## src/rtl/if_predict_stage_if.sv

```systemverilog
`default_nettype none
// ============================================================================
//  Module      : if_predict_stage_if
//  Description : Resolve-stage, instruction-memory and IF/ID signals of the
//                fetch/predict stage, grouped with master/slave views.
//  Revision    : 1.0 - initial release
// ============================================================================
interface if_predict_stage_if;
    logic        pipeline_en;
    logic        redirect;
    logic [31:0] redirect_pc;
    logic        upd_valid;
    logic [31:0] upd_pc;
    logic        upd_taken;
    logic [31:0] inst_rdata;
    logic [31:0] inst_addr;
    logic        inst_read;
    logic [31:0] IR_regs_in;
    logic        predicted_branch;

    // Environment side: pipeline control, resolve feedback, memory data.
    modport master (
        output pipeline_en, redirect, redirect_pc,
        output upd_valid, upd_pc, upd_taken, inst_rdata,
        input  inst_addr, inst_read, IR_regs_in, predicted_branch
    );

    // Fetch stage side.
    modport slave (
        input  pipeline_en, redirect, redirect_pc,
        input  upd_valid, upd_pc, upd_taken, inst_rdata,
        output inst_addr, inst_read, IR_regs_in, predicted_branch
    );
endinterface
`default_nettype wire

```

## src/rtl/if_predict_stage.sv

```systemverilog
`default_nettype none
// ============================================================================
//  Module      : if_predict_stage
//  Description : rv32i fetch stage with saturating-counter branch prediction,
//                direct JAL and a circular return-address stack.
//  Revision    : 1.0 - initial release
// ============================================================================
module if_predict_stage #(
    parameter logic [31:0] RESET_PC     = 32'h00000060,
    parameter int          BHT_IDX_BITS = 5,
    parameter int          CTR_BITS     = 2,
    parameter int          RAS_DEPTH    = 4
) (
    input  logic               clk,
    input  logic               reset,
    if_predict_stage_if.slave  bus
);

    localparam int                   c_BHT_ENTRIES = 1 << BHT_IDX_BITS;
    localparam int                   c_PTR_W       = (RAS_DEPTH > 1) ? $clog2(RAS_DEPTH) : 1;
    localparam int                   c_CNT_W       = $clog2(RAS_DEPTH + 1);
    localparam logic [CTR_BITS-1:0]  c_CTR_INIT    = CTR_BITS'((1 << (CTR_BITS - 1)) - 1);
    localparam logic [CTR_BITS-1:0]  c_CTR_MAX     = '1;
    localparam logic [c_PTR_W-1:0]   c_PTR_LAST    = c_PTR_W'(RAS_DEPTH - 1);
    localparam logic [c_CNT_W-1:0]   c_CNT_FULL    = c_CNT_W'(RAS_DEPTH);
    localparam logic [6:0]           c_OP_BR       = 7'b1100011;
    localparam logic [6:0]           c_OP_JAL      = 7'b1101111;
    localparam logic [6:0]           c_OP_JALR     = 7'b1100111;

    logic [31:0]              pc_q, pc_d;
    logic [CTR_BITS-1:0]      bht_q [c_BHT_ENTRIES];
    logic [31:0]              ras_q [RAS_DEPTH];
    logic [c_PTR_W-1:0]       ras_ptr_q;
    logic [c_CNT_W-1:0]       ras_cnt_q;

    logic [31:0]              w_inst;
    logic [6:0]               w_opcode;
    logic                     w_rd_link, w_rs1_link;
    logic [31:0]              w_b_imm, w_j_imm, w_pc_plus4;
    logic [BHT_IDX_BITS-1:0]  w_lookup_idx, w_upd_idx;
    logic                     w_bht_taken;
    logic [c_PTR_W-1:0]       w_ptr_next, w_ptr_prev;
    logic [31:0]              w_ras_top;
    logic                     w_ras_empty;
    logic                     w_pred, w_push, w_pop;
    logic [31:0]              w_ir;
    logic                     unused_upd_pc_bits;

    assign w_inst       = bus.inst_rdata;
    assign w_opcode     = w_inst[6:0];
    assign w_rd_link    = (w_inst[11:7] == 5'd1) || (w_inst[11:7] == 5'd5);
    assign w_rs1_link   = (w_inst[19:15] == 5'd1) || (w_inst[19:15] == 5'd5);
    assign w_b_imm      = {{20{w_inst[31]}}, w_inst[7], w_inst[30:25], w_inst[11:8], 1'b0};
    assign w_j_imm      = {{12{w_inst[31]}}, w_inst[19:12], w_inst[20], w_inst[30:21], 1'b0};
    assign w_pc_plus4   = pc_q + 32'd4;

    assign w_lookup_idx = pc_q[BHT_IDX_BITS+1:2];
    assign w_upd_idx    = bus.upd_pc[BHT_IDX_BITS+1:2];
    assign w_bht_taken  = bht_q[w_lookup_idx][CTR_BITS-1];
    assign unused_upd_pc_bits = ^{bus.upd_pc[31:BHT_IDX_BITS+2], bus.upd_pc[1:0]};

    // The pointer names the next slot to write; the top entry sits just below it.
    assign w_ptr_next   = (ras_ptr_q == c_PTR_LAST) ? '0 : ras_ptr_q + c_PTR_W'(1);
    assign w_ptr_prev   = (ras_ptr_q == '0) ? c_PTR_LAST : ras_ptr_q - c_PTR_W'(1);
    assign w_ras_top    = ras_q[w_ptr_prev];
    assign w_ras_empty  = (ras_cnt_q == '0);

    always_comb begin
        pc_d   = w_pc_plus4;
        w_pred = 1'b0;
        w_ir   = bus.inst_rdata;
        w_push = 1'b0;
        w_pop  = 1'b0;
        if (bus.redirect) begin
            pc_d = bus.redirect_pc;
            w_ir = '0;
        end else begin
            case (w_opcode)
                c_OP_BR: begin
                    if (w_bht_taken) begin
                        pc_d   = pc_q + w_b_imm;
                        w_pred = 1'b1;
                    end
                end
                c_OP_JAL: begin
                    pc_d   = pc_q + w_j_imm;
                    w_push = w_rd_link;
                end
                c_OP_JALR: begin
                    // A link-register rd marks a call, which wins over return.
                    if (w_rd_link) begin
                        w_push = 1'b1;
                    end else if (w_rs1_link && !w_ras_empty) begin
                        w_pop  = 1'b1;
                        pc_d   = w_ras_top;
                        w_pred = 1'b1;
                    end
                end
                default: ;
            endcase
        end
    end

    always_ff @(posedge clk) begin
        if (reset) begin
            pc_q <= RESET_PC;
        end else if (bus.pipeline_en) begin
            pc_q <= pc_d;
        end
    end

    // Lookups read the registered table, so a same-index update is seen next cycle.
    always_ff @(posedge clk) begin
        if (reset) begin
            for (int i = 0; i < c_BHT_ENTRIES; i++) begin
                bht_q[i] <= c_CTR_INIT;
            end
        end else if (bus.pipeline_en && bus.upd_valid) begin
            if (bus.upd_taken) begin
                if (bht_q[w_upd_idx] != c_CTR_MAX) begin
                    bht_q[w_upd_idx] <= bht_q[w_upd_idx] + CTR_BITS'(1);
                end
            end else if (bht_q[w_upd_idx] != '0) begin
                bht_q[w_upd_idx] <= bht_q[w_upd_idx] - CTR_BITS'(1);
            end
        end
    end

    always_ff @(posedge clk) begin
        if (reset) begin
            ras_ptr_q <= '0;
            ras_cnt_q <= '0;
            for (int i = 0; i < RAS_DEPTH; i++) begin
                ras_q[i] <= '0;
            end
        end else if (bus.pipeline_en) begin
            if (w_push) begin
                ras_q[ras_ptr_q] <= w_pc_plus4;
                ras_ptr_q        <= w_ptr_next;
                if (ras_cnt_q != c_CNT_FULL) begin
                    ras_cnt_q <= ras_cnt_q + c_CNT_W'(1);
                end
            end else if (w_pop) begin
                ras_ptr_q <= w_ptr_prev;
                ras_cnt_q <= ras_cnt_q - c_CNT_W'(1);
            end
        end
    end

    assign bus.inst_addr        = pc_q;
    assign bus.inst_read        = 1'b1;
    assign bus.IR_regs_in       = w_ir;
    assign bus.predicted_branch = w_pred;

endmodule
`default_nettype wire

```

## src/flat_wrapper.sv

```systemverilog
// flat-port wrapper written by rule: the top's interface ports become plain ports
module if_predict_stage_flat 
#(
    parameter logic [31:0] RESET_PC     = 32'h00000060,
    parameter int          BHT_IDX_BITS = 5,
    parameter int          CTR_BITS     = 2,
    parameter int          RAS_DEPTH    = 4
)
  (clk, reset, bus_pipeline_en, bus_redirect, bus_redirect_pc, bus_upd_valid, bus_upd_pc, bus_upd_taken, bus_inst_rdata, bus_inst_addr, bus_inst_read, bus_IR_regs_in, bus_predicted_branch);
  if_predict_stage_if bus_i ();
  input  logic clk;
  input  logic reset;
  input wire logic [$bits(bus_i.pipeline_en)-1:0] bus_pipeline_en;
  input wire logic [$bits(bus_i.redirect)-1:0] bus_redirect;
  input wire logic [$bits(bus_i.redirect_pc)-1:0] bus_redirect_pc;
  input wire logic [$bits(bus_i.upd_valid)-1:0] bus_upd_valid;
  input wire logic [$bits(bus_i.upd_pc)-1:0] bus_upd_pc;
  input wire logic [$bits(bus_i.upd_taken)-1:0] bus_upd_taken;
  input wire logic [$bits(bus_i.inst_rdata)-1:0] bus_inst_rdata;
  output wire logic [$bits(bus_i.inst_addr)-1:0] bus_inst_addr;
  output wire logic [$bits(bus_i.inst_read)-1:0] bus_inst_read;
  output wire logic [$bits(bus_i.IR_regs_in)-1:0] bus_IR_regs_in;
  output wire logic [$bits(bus_i.predicted_branch)-1:0] bus_predicted_branch;
  assign bus_i.pipeline_en = bus_pipeline_en;
  assign bus_i.redirect = bus_redirect;
  assign bus_i.redirect_pc = bus_redirect_pc;
  assign bus_i.upd_valid = bus_upd_valid;
  assign bus_i.upd_pc = bus_upd_pc;
  assign bus_i.upd_taken = bus_upd_taken;
  assign bus_i.inst_rdata = bus_inst_rdata;
  assign bus_inst_addr = bus_i.inst_addr;
  assign bus_inst_read = bus_i.inst_read;
  assign bus_IR_regs_in = bus_i.IR_regs_in;
  assign bus_predicted_branch = bus_i.predicted_branch;
  if_predict_stage #(.RESET_PC(RESET_PC), .BHT_IDX_BITS(BHT_IDX_BITS), .CTR_BITS(CTR_BITS), .RAS_DEPTH(RAS_DEPTH)) u_core (.clk(clk), .reset(reset), .bus(bus_i));
endmodule
```

## config.mk

```make
export PLATFORM = sky130hd
export DESIGN_NAME = if_predict_stage_flat
export DESIGN_NICKNAME = d
export VERILOG_FILES = /design/src/rtl/if_predict_stage_if.sv /design/src/rtl/if_predict_stage.sv /design/src/flat_wrapper.sv
export SDC_FILE = /design/constraint.sdc
export NUM_CORES = 1
export LEC_CHECK = 0
export ABC_AREA = 1
export CAP_MARGIN = 25
export CORE_UTILIZATION = 45
export DETAILED_ROUTE_END_ITERATION = 16
export PLACE_DENSITY = 0.74
export SLEW_MARGIN = 20
export SYNTH_ARGS = -nofsm -noshare
export SYNTH_HDL_FRONTEND = slang
export SYNTH_SLANG_ARGS = --single-unit
```

## constraint.sdc

```tcl
create_clock -name clk -period 18.4 [get_ports clk]
set_clock_uncertainty 0.1 [all_clocks]
set_input_delay 5.52 -clock clk [delete_from_list [all_inputs] [get_ports clk]]
set_output_delay 5.52 -clock clk [all_outputs]
set_load 0.01 [all_outputs]
```

==> flow_summary.ini, run 1 <==
[detailed_routing]
num_vias = 17100
via_per_inst = 5.71
dr.first_iter.drc_count = 2024
drc = 0
drt-pass1-iter-count = 6
drt.antenna.violating_nets = 0
wl_per_cell_um = 19.9
drt_wl_total_um = 59500

[synth]
synth-async-reset-ratio_pct = 0
yosysTopAreaCell = edfxtp_1
synth-seq-cells = 234
synth-edff-count = 192
syn_inst = 2414
netlist_area_um2 = 16900
synth_area_leaders = edfxtp_1 34%, nand2_1 16%, nor2_1 8.6%, nand3_1 5.9%, inv_1 5.8%
synth.avg_cell_area_um2 = 6.98
yosysSeqAreaShare_pct = 39.2
ys_types = 50
ys_warn_count = 0
synth_nets = 2565
synth_top_area_share_pct = 34.2
synthFlopType = edfxtp_1

[global_routing]
grt_max_degree = 66
grt_use_total_pct = 30.7
grt_pass1_vias = 15700
grt_pass1_wl_um = 90200
antenna_found_initial = 0
grt-ovfl-total = 0

[critical_path]
cp_num_buf_inv = 4
worstReg2RegEnd = u_core.bus.inst_addr[14]$_SDFFE_PP0P_
cp-end-kind = output pin
path_max_fanout = 28
crit_top_cell = nand2_1
slowest_stage = clkdlybuf4s50_1
path_cells = clkdlybuf4s50_1, inv_1, nand4_1, nor2_1, nand2_1, nor2_2, buf_4, nand2_1, nand2_1, clkdlybuf4s50_1
required_ps = 12780
cp.arrival_ps = 8030
r2r_slack_ps = 14760
critPathCapture = bus_predicted_branch
critPathMaxStageDelay_ps = 540
cp.depth = 10
critical-path-top-delay-family = buffers and inverters
crit_start = bus_inst_rdata[19]
crit_type = primary input to output pin
startpoint_type = primary input
reg2reg_depth = 13

[sta]
fin_crit_ps = 13650
relSlewSlack_pct = 34.0
hold_viol = 0
setup_viol = 0
worst_slack_ps = 4750
drv_slew = 0
tightest_slew_ps = 989
rsz0062_at_grt = false
max_freq_mhz = 73.3
min_period_over_period_pct = 74.2
fin_tns_setup_ps = 0
hold_ws_ps = 365

[floorplanning]
die-area_um2 = 38200
die_w_um = 196
initial_core_util_pct = 45.9
pin_count = 168
core_um2 = 36700
rows = 70
die_y_um = 196

[placement]
place_inst = 2943
port_buffers = 139
place_ws_ps = 4770
gp_congestion = 1.02
dpl.hpwl_um = 43500

[clock_tree]
root_buffer = clkbuf_16
cts_hold_buf = 0
cts_buffers = 27
cts.htree.levels = 1
clkLatencyLatePin_ps = 550
cts_resized = 0
post_cts_buffers = 0
cts_tree = built
max-clock-path-buffers = 3
clk_pin_slew_ps = 60
numClockSinks = 234

[final_layout]
nets = 2655
fin_cells = 2991
diodes = 0
fin_util_pct = 52.8
drive_gt1_share_pct = 5.23
synthToLayoutAreaGrowth_pct = 14.9

[power_and_ir_drop]
power_density_nw_per_um2 = 72.0
leakage_nw = 8.20
ir_worst_vdd_v = 0.0000449

[min_path]
hp-class = flop to flop

[run_status]
status = completed

[run]
drv_cap = 0
==> synthesized netlist by cell type, drive strengths merged (3+ instances only) <==
cell type and number:
o21bai 4, o21a 6, nand2 729, nor2 391
inv 267, o22ai 6, xnor2 7, nor3 44
o21ai 67, buf 48, edfxtp 192, nand4 70
a32o 5, dfxtp 42, nand3b 5, o211ai 5
clkbuf 53, a21boi 4, fa 3, or2 6
a22oi 32, xor2 21, nand3 229, ha 46
a21oi 115
==> power by group <==
part / switching (mW) / total (mW) / internal, mW
registers: 0.0216 / 0.610 / 0.589
clock network: 0.220 / 0.510 / 0.290
logic: 0.184 / 0.274 / 0.0896
==> metrics by stage <==
step | area [um2] | power [mW]
6_report | 19400 | 1.39
3_5_place_dp | 18500 | 0.888
5_1_grt | 19400 | 1.45
2_1_floorplan | 16900 | 0.783
4_1_cts | 19400 | 1.39
3_3_place_gp | 18500 | 0.884
==> layout by cell type (no fill, tap or decap), types with 6 or more instances in the layout <==
cell / count
a21oi_1: 115
a22oi_1: 32
buf_4: 23
clkbuf_16: 28
clkdlybuf4s50_1: 138
dfxtp_1: 42
edfxtp_1: 192
ha_1: 46
inv_1: 260
nand2_1: 723
nand3_1: 199
nand3_2: 30
nand4_1: 70
nor2_1: 386
nor3_1: 31
nor3_4: 8
o21a_1: 6
o21ai_0: 65
o22ai_1: 6
xnor2_1: 7
xor2_1: 21
==> worst min path at each step <==
stage | cells after the start | startpoint | slack, ps | end
after detailed placement | 1 | u_core.ras_cnt_q[0]$_SDFFE_PP0P_ | 350 | u_core.ras_cnt_q[0]$_SDFFE_PP0P_
after CTS | 1 | u_core.ras_cnt_q[0]$_SDFFE_PP0P_ | 370 | u_core.ras_cnt_q[0]$_SDFFE_PP0P_
final | 1 | u_core.ras_cnt_q[0]$_SDFFE_PP0P_ | 360 | u_core.ras_cnt_q[0]$_SDFFE_PP0P_
after global routing | 1 | u_core.ras_cnt_q[0]$_SDFFE_PP0P_ | 400 | u_core.ras_cnt_q[0]$_SDFFE_PP0P_
after floorplan | 1 | u_core.ras_cnt_q[0]$_SDFFE_PP0P_ | 320 | u_core.ras_cnt_q[0]$_SDFFE_PP0P_
after global placement | 1 | u_core.ras_cnt_q[0]$_SDFFE_PP0P_ | 340 | u_core.ras_cnt_q[0]$_SDFFE_PP0P_
==> state kept, by name, indices dropped and copies added, names as in the netlist, named ones only <==
signal / count
u_core.ras_q: 128
u_core.bht_q: 64
u_core.bus.inst_addr: 32
u_core.ras_cnt_q: 3
u_core.ras_ptr_q: 2
==> cells by family after synthesis <==
family,synth area share [%]
compound gates,8.74
flops,39.2
other cells,0.0222
simple gates,38.0
xor+xnor,1.45
buf+inv,8.83
fa+ha+maj,3.77
==> cell type report <==
cell class / count / area (um2)
fillers: 3571 / 17300
multi-input cells: 1811 / 8780
flip-flops and latches: 234 / 6610
repair buffers: 162 / 1560
inverters: 268 / 1010
clock buffers: 36 / 761
well taps: 468 / 586
clock inverters: 12 / 75.1
==> routing by layer <==
layer  global-route usage [%]  vias to the layer above  share of wire (%)
met5                        0                        -                  0
met4                     8.34                        0                2.7
li1                         -                     8112                  -
met1                     43.9                     7972                 43
met3                     4.53                      100                 10
met2                     48.2                      899                 44
Note: power is estimated with default switching activity, not from simulation.
==> inputs of run 2 (changes only) <==
PLACE_DENSITY = 0.77   (was 0.74)
clock period = 12.05 ns   (was 18.4 ns; I/O delays follow)
==> run 2 against run 1 <==
  * Routed wire length down 2.8%
  * Sequential share of layout area is essentially flat
  * Clock power increased by 55%
  * First-iteration DRC count down 13%
  * Setup slack worse by 2400 ps
==> flow_summary.ini, run 2 (same netlist as run 1, synthesis figures left out) <==
[power_and_ir_drop]
leakage_nw = 8.17
power_density_nw_per_um2 = 110
ir_worst_vdd_v = 0.0000864
total_power_mw = 2.13

[detailed_routing]
wl_per_cell_um = 19.3
via_per_inst = 5.68
drt-pass1-iter-count = 6
dr.first_iter.drc_count = 1762
drt.antenna.violating_nets = 0
drt_wl_total_um = 57800
num_vias = 17000
drc = 0

[final_layout]
fin_util_pct = 52.7
layout_common_cells = 723 x nand2_1, 386 x nor2_1, 260 x inv_1
final_common_cell = nand2_1
synthToLayoutAreaGrowth_pct = 14.8
design_area_um2 = 19400
nets = 2651
regMostFlops = u_core.ras_q
fin_cells = 2988
largest_reg_flops = 128
diodes = 0
drive_gt1_share_pct = 5.00

[sta]
setup_viol = 0
tightest_slew_ps = 970
hold_ws_ps = 384
min_period_over_period_pct = 80.7
relSlewSlack_pct = 35.3
hold_viol = 0
drv_slew = 0
fin_crit_ps = 9730
max_freq_mhz = 103
fin_tns_setup_ps = 0
rsz0062_at_grt = false
worst_slack_ps = 2320

[placement]
port_buffers = 139
dpl.hpwl_um = 42600
gp_congestion = 1.01
place_ws_ps = 2310
dpl_cell_area_um2 = 18500
place_inst = 2939

[floorplanning]
initial_core_util_pct = 45.9
pin_count = 168
die-area_um2 = 38200
die_w_um = 196
core_um2 = 36700
die_y_um = 196
rows = 70

[clock_tree]
post_cts_buffers = 0
cts.htree.levels = 1
cts_hold_buf = 0
cts_buffers = 27
clkLatencyLatePin_ps = 550
cts_tree = built
cts_resized = 0
root_buffer = clkbuf_16
numClockSinks = 234
max-clock-path-buffers = 3
clk_pin_slew_ps = 60

[min_path]
hold_depth = 1
holdCritStartpoint = u_core.ras_cnt_q[0]$_SDFFE_PP0P_
min_to = u_core.ras_cnt_q[0]$_SDFFE_PP0P_
hp-class = flop to flop

[critical_path]
startpoint_type = primary input
worstReg2RegEnd = u_core.bus.inst_addr[13]$_SDFFE_PP0P_
cp-end-kind = output pin
reg2reg_depth = 13
r2r_slack_ps = 8440
slowest_stage = clkdlybuf4s50_1
critPathMaxStageDelay_ps = 540
cp.arrival_ps = 6010
required_ps = 8340
path_cells = clkdlybuf4s50_1, nand4_1, nor2_1, nand2_1, nor2_2, buf_4, nand2_1, nand2_1, clkdlybuf4s50_1
crit_top_cell = nand2_1
path_max_fanout = 28
crit_type = primary input to output pin
crit_start = bus_inst_rdata[15]

[global_routing]
antenna_found_initial = 0
grt-ovfl-total = 0
grt_pass1_wl_um = 88100
grt_use_total_pct = 29.7
grt_max_degree = 66
grt_pass1_vias = 15800

[run_status]
status = completed

[run]
drv_cap = 0
run 2: changes by cell type in the layout (fill, tap and decap cells not counted):
cell | previous run | this run
clkinv_4 | 2 | 0
nand3_1 | 199 | 197
inv_2 | 5 | 4
clkinvlp_4 | 1 | 2
clkbuf_8 | 3 | 0
clkinv_1 | 3 | 8
buf_4 | 23 | 19
nand3_2 | 30 | 32
clkbuf_16 | 28 | 27
bufinv_16 | 0 | 2
run 2: layout make-up:
class,count,area [um2]
Inverter,268,1010
Multi-Input combinational cell,1811,8790
Tap cell,468,586
Clock buffer,32,694
Fill cell,3523,17300
Sequential cell,234,6610
Clock inverter,17,140
Timing Repair Buffer,158,1530
run 2: report_power, final:
part	total [mW]	internal [mW]	switching, mW
logic	0.413	0.136	0.276
registers	0.932	0.899	0.0328
clock network	0.790	0.454	0.336
total	2.13	1.49	0.645
run 2: worst max path at each step:
stage                                 to  slack, ps
CTS                 bus_predicted_branch       2300
finish              bus_predicted_branch       2320
global placement    bus_predicted_branch       2320
detailed placement  bus_predicted_branch       2310
floorplan             bus_IR_regs_in[10]       3760
global route        bus_predicted_branch       2210
run 2: worst max-delay path: cells and delay by family:
kind,cells,cell delay (ps)
buffers and inverters,3,1390
AND/OR/NAND/NOR,6,1000
run 2: per-layer routing:
| layer | share of wire [%] | track usage (%) | vias up |
|---|---|---|---|
| li1 | - | - | 8123 |
| met1 | 42 | 40.3 | 7883 |
| met2 | 45 | 48.0 | 835 |
| met3 | 10 | 5.58 | 120 |
| met4 | 2.9 | 9.16 | 0 |
| met5 | 0 | 0 | - |
==> inputs of run 3 (changes only) <==
PLACE_DENSITY = 0.74   (was 0.77)
clock period = 9.87 ns   (was 12.05 ns; I/O delays follow)
==> run 3 against run 2 <==
  * Clock power increased by 23%
  * Core utilization increased by 0.072 points
  * Count of clock-buffer cells in the layout increased by 2
  * Global-route usage increased by 1.2 points
  * Final cell count increased by 0.13%
  * Routed wire length increased by 3.6%
  * Non-clock buffer count increased by 3
  * Sequential cell count unchanged
  * First-iteration DRC count increased by 24%
  * Die area unchanged
  * Cell area increased by 0.14%
  * Critical path type unchanged
  * Largest cell class unchanged
  * Largest power group unchanged
  * Highest routed layer unchanged
==> flow_summary.ini, run 3 (same netlist as run 1, synthesis figures left out) <==
[power_and_ir_drop]
ir_worst_vdd_v = 0.000119
leakage_nw = 8.20
power_density_nw_per_um2 = 135
total_power_mw = 2.62

[sta]
hold_viol = 0
fin_crit_ps = 8050
setup_viol = 0
min_period_over_period_pct = 81.5
rsz0062_at_grt = false
hold_ws_ps = 357
drv_slew = 0
relSlewSlack_pct = 36.2
tightest_slew_ps = 956
fin_tns_setup_ps = 0
max_freq_mhz = 124

[critical_path]
crit_type = primary input to output pin
startpoint_type = primary input
slowest_stage = clkdlybuf4s50_1
path_max_fanout = 3
reg2reg_depth = 13
critPathCapture = bus_predicted_branch
cp_num_buf_inv = 3
r2r_slack_ps = 6290
worstReg2RegEnd = u_core.bus.inst_addr[12]$_SDFFE_PP0P_
critical-path-top-delay-family = buffers and inverters
cp.depth = 9
required_ps = 6810
cp-end-kind = output pin
crit_top_cell = nand2_1
path_cells = clkdlybuf4s50_1, inv_1, nand4_1, nor2_1, nand2_1, nor2_2, nand2_1, nand2_1, clkdlybuf4s50_1
critPathMaxStageDelay_ps = 540
crit_start = bus_inst_rdata[19]
cp.arrival_ps = 4990

[detailed_routing]
dr.first_iter.drc_count = 2190
num_vias = 17100
drt.antenna.violating_nets = 0
drt_wl_total_um = 59900
drc = 0
via_per_inst = 5.71
wl_per_cell_um = 20.0
drt-pass1-iter-count = 7

[global_routing]
grt_use_total_pct = 30.9
antenna_found_initial = 0
grt_max_degree = 66
grt-ovfl-total = 0
grt_pass1_wl_um = 90800
grt_pass1_vias = 15900

[clock_tree]
cts_hold_buf = 0
root_buffer = clkbuf_16
cts.htree.levels = 1
cts_resized = 0
clk_pin_slew_ps = 60
post_cts_buffers = 0
numClockSinks = 234
clkLatencyLatePin_ps = 570
max-clock-path-buffers = 3
cts_buffers = 27
cts_tree = built

[final_layout]
largest_reg_flops = 128
layout_common_cells = 723 x nand2_1, 386 x nor2_1, 260 x inv_1
regMostFlops = u_core.ras_q
nets = 2654
synthToLayoutAreaGrowth_pct = 14.9
final_common_cell = nand2_1
drive_gt1_share_pct = 5.27
diodes = 0

[placement]
gp_congestion = 0.960
port_buffers = 139
dpl.hpwl_um = 43900

[floorplanning]
core_um2 = 36700
die-area_um2 = 38200
die_y_um = 196
die_w_um = 196
pin_count = 168
initial_core_util_pct = 45.9
rows = 70

[min_path]
hold_depth = 1
hp-class = flop to flop

[run_status]
status = completed

[run]
drv_cap = 0
==> run 3: changes by cell type in the layout (fill, tap and decap cells not counted), moves of 2 or more <==
cell,before,now
nand3_1,197,199
clkinv_2,5,8
nand3_2,32,30
clkinv_4,0,2
buf_4,19,22
clkinv_1,8,2
==> run 3: how the worst min path moves through the flow <==
stage / from / end / slack [ps]
after global placement: u_core.ras_cnt_q[0]$_SDFFE_PP0P_ / u_core.ras_cnt_q[0]$_SDFFE_PP0P_ / 340
after floorplan: u_core.ras_cnt_q[0]$_SDFFE_PP0P_ / u_core.ras_cnt_q[0]$_SDFFE_PP0P_ / 320
final: u_core.ras_cnt_q[0]$_SDFFE_PP0P_ / u_core.ras_cnt_q[0]$_SDFFE_PP0P_ / 360
after CTS: u_core.ras_cnt_q[0]$_SDFFE_PP0P_ / u_core.ras_cnt_q[0]$_SDFFE_PP0P_ / 360
after detailed placement: u_core.ras_cnt_q[0]$_SDFFE_PP0P_ / u_core.ras_cnt_q[0]$_SDFFE_PP0P_ / 350
after global routing: u_core.ras_cnt_q[0]$_SDFFE_PP0P_ / u_core.ras_cnt_q[0]$_SDFFE_PP0P_ / 390
==> run 3: final cells by class <==
cell class	count	area (um2)
Clock inverter	16	136
Clock buffer	34	712
Timing Repair Buffer	161	1550
Inverter	268	1010
Fill cell	3546	17300
Sequential cell	234	6610
Tap cell	468	586
Multi-Input combinational cell	1811	8780
==> run 3: power by group <==
group          leakage, nW  internal [mW]  switching, mW
logic                 5.56          0.167          0.343
registers             2.22           1.10         0.0411
clock network        0.421          0.544          0.428
total                 8.20           1.81          0.813
==> run 3: metrics by stage <==
| step | setup WS (ps) | utilization (%) | instances | cell area, um2 |
|---|---|---|---|---|
| after floorplan | 2270 | - | 2414 | 16900 |
| after global placement | 1810 | 50.5 | 2942 | 18500 |
| after detailed placement | 1810 | 50.5 | 2942 | 18500 |
| after CTS | 1800 | 52.8 | 2992 | 19400 |
| after global routing | 1700 | 52.8 | 2992 | 19400 |
| final | 1820 | 52.8 | 2992 | 19400 |
==> run 3: worst reg2reg max path, stage by stage (launching register included) <==
cell     delay (ps)
dfxtp_1         820
inv_2           350
nand2_1         160
nand3_1          70
nand3_1         130
nand2_1         120
nand2_1         110
nand3_1         110
nand2_1         460
nand2_1         210
nand2_2         270
nand2_2         220
o21a_1          260
a21oi_1         130
==> run 3: routing by layer <==
layer  global-route usage (%)  part of all wire (%)
met1                     43.4                    43
met3                     4.51                    10
met4                     9.48                   3.2
met5                        0                     0
met2                     49.0                    44
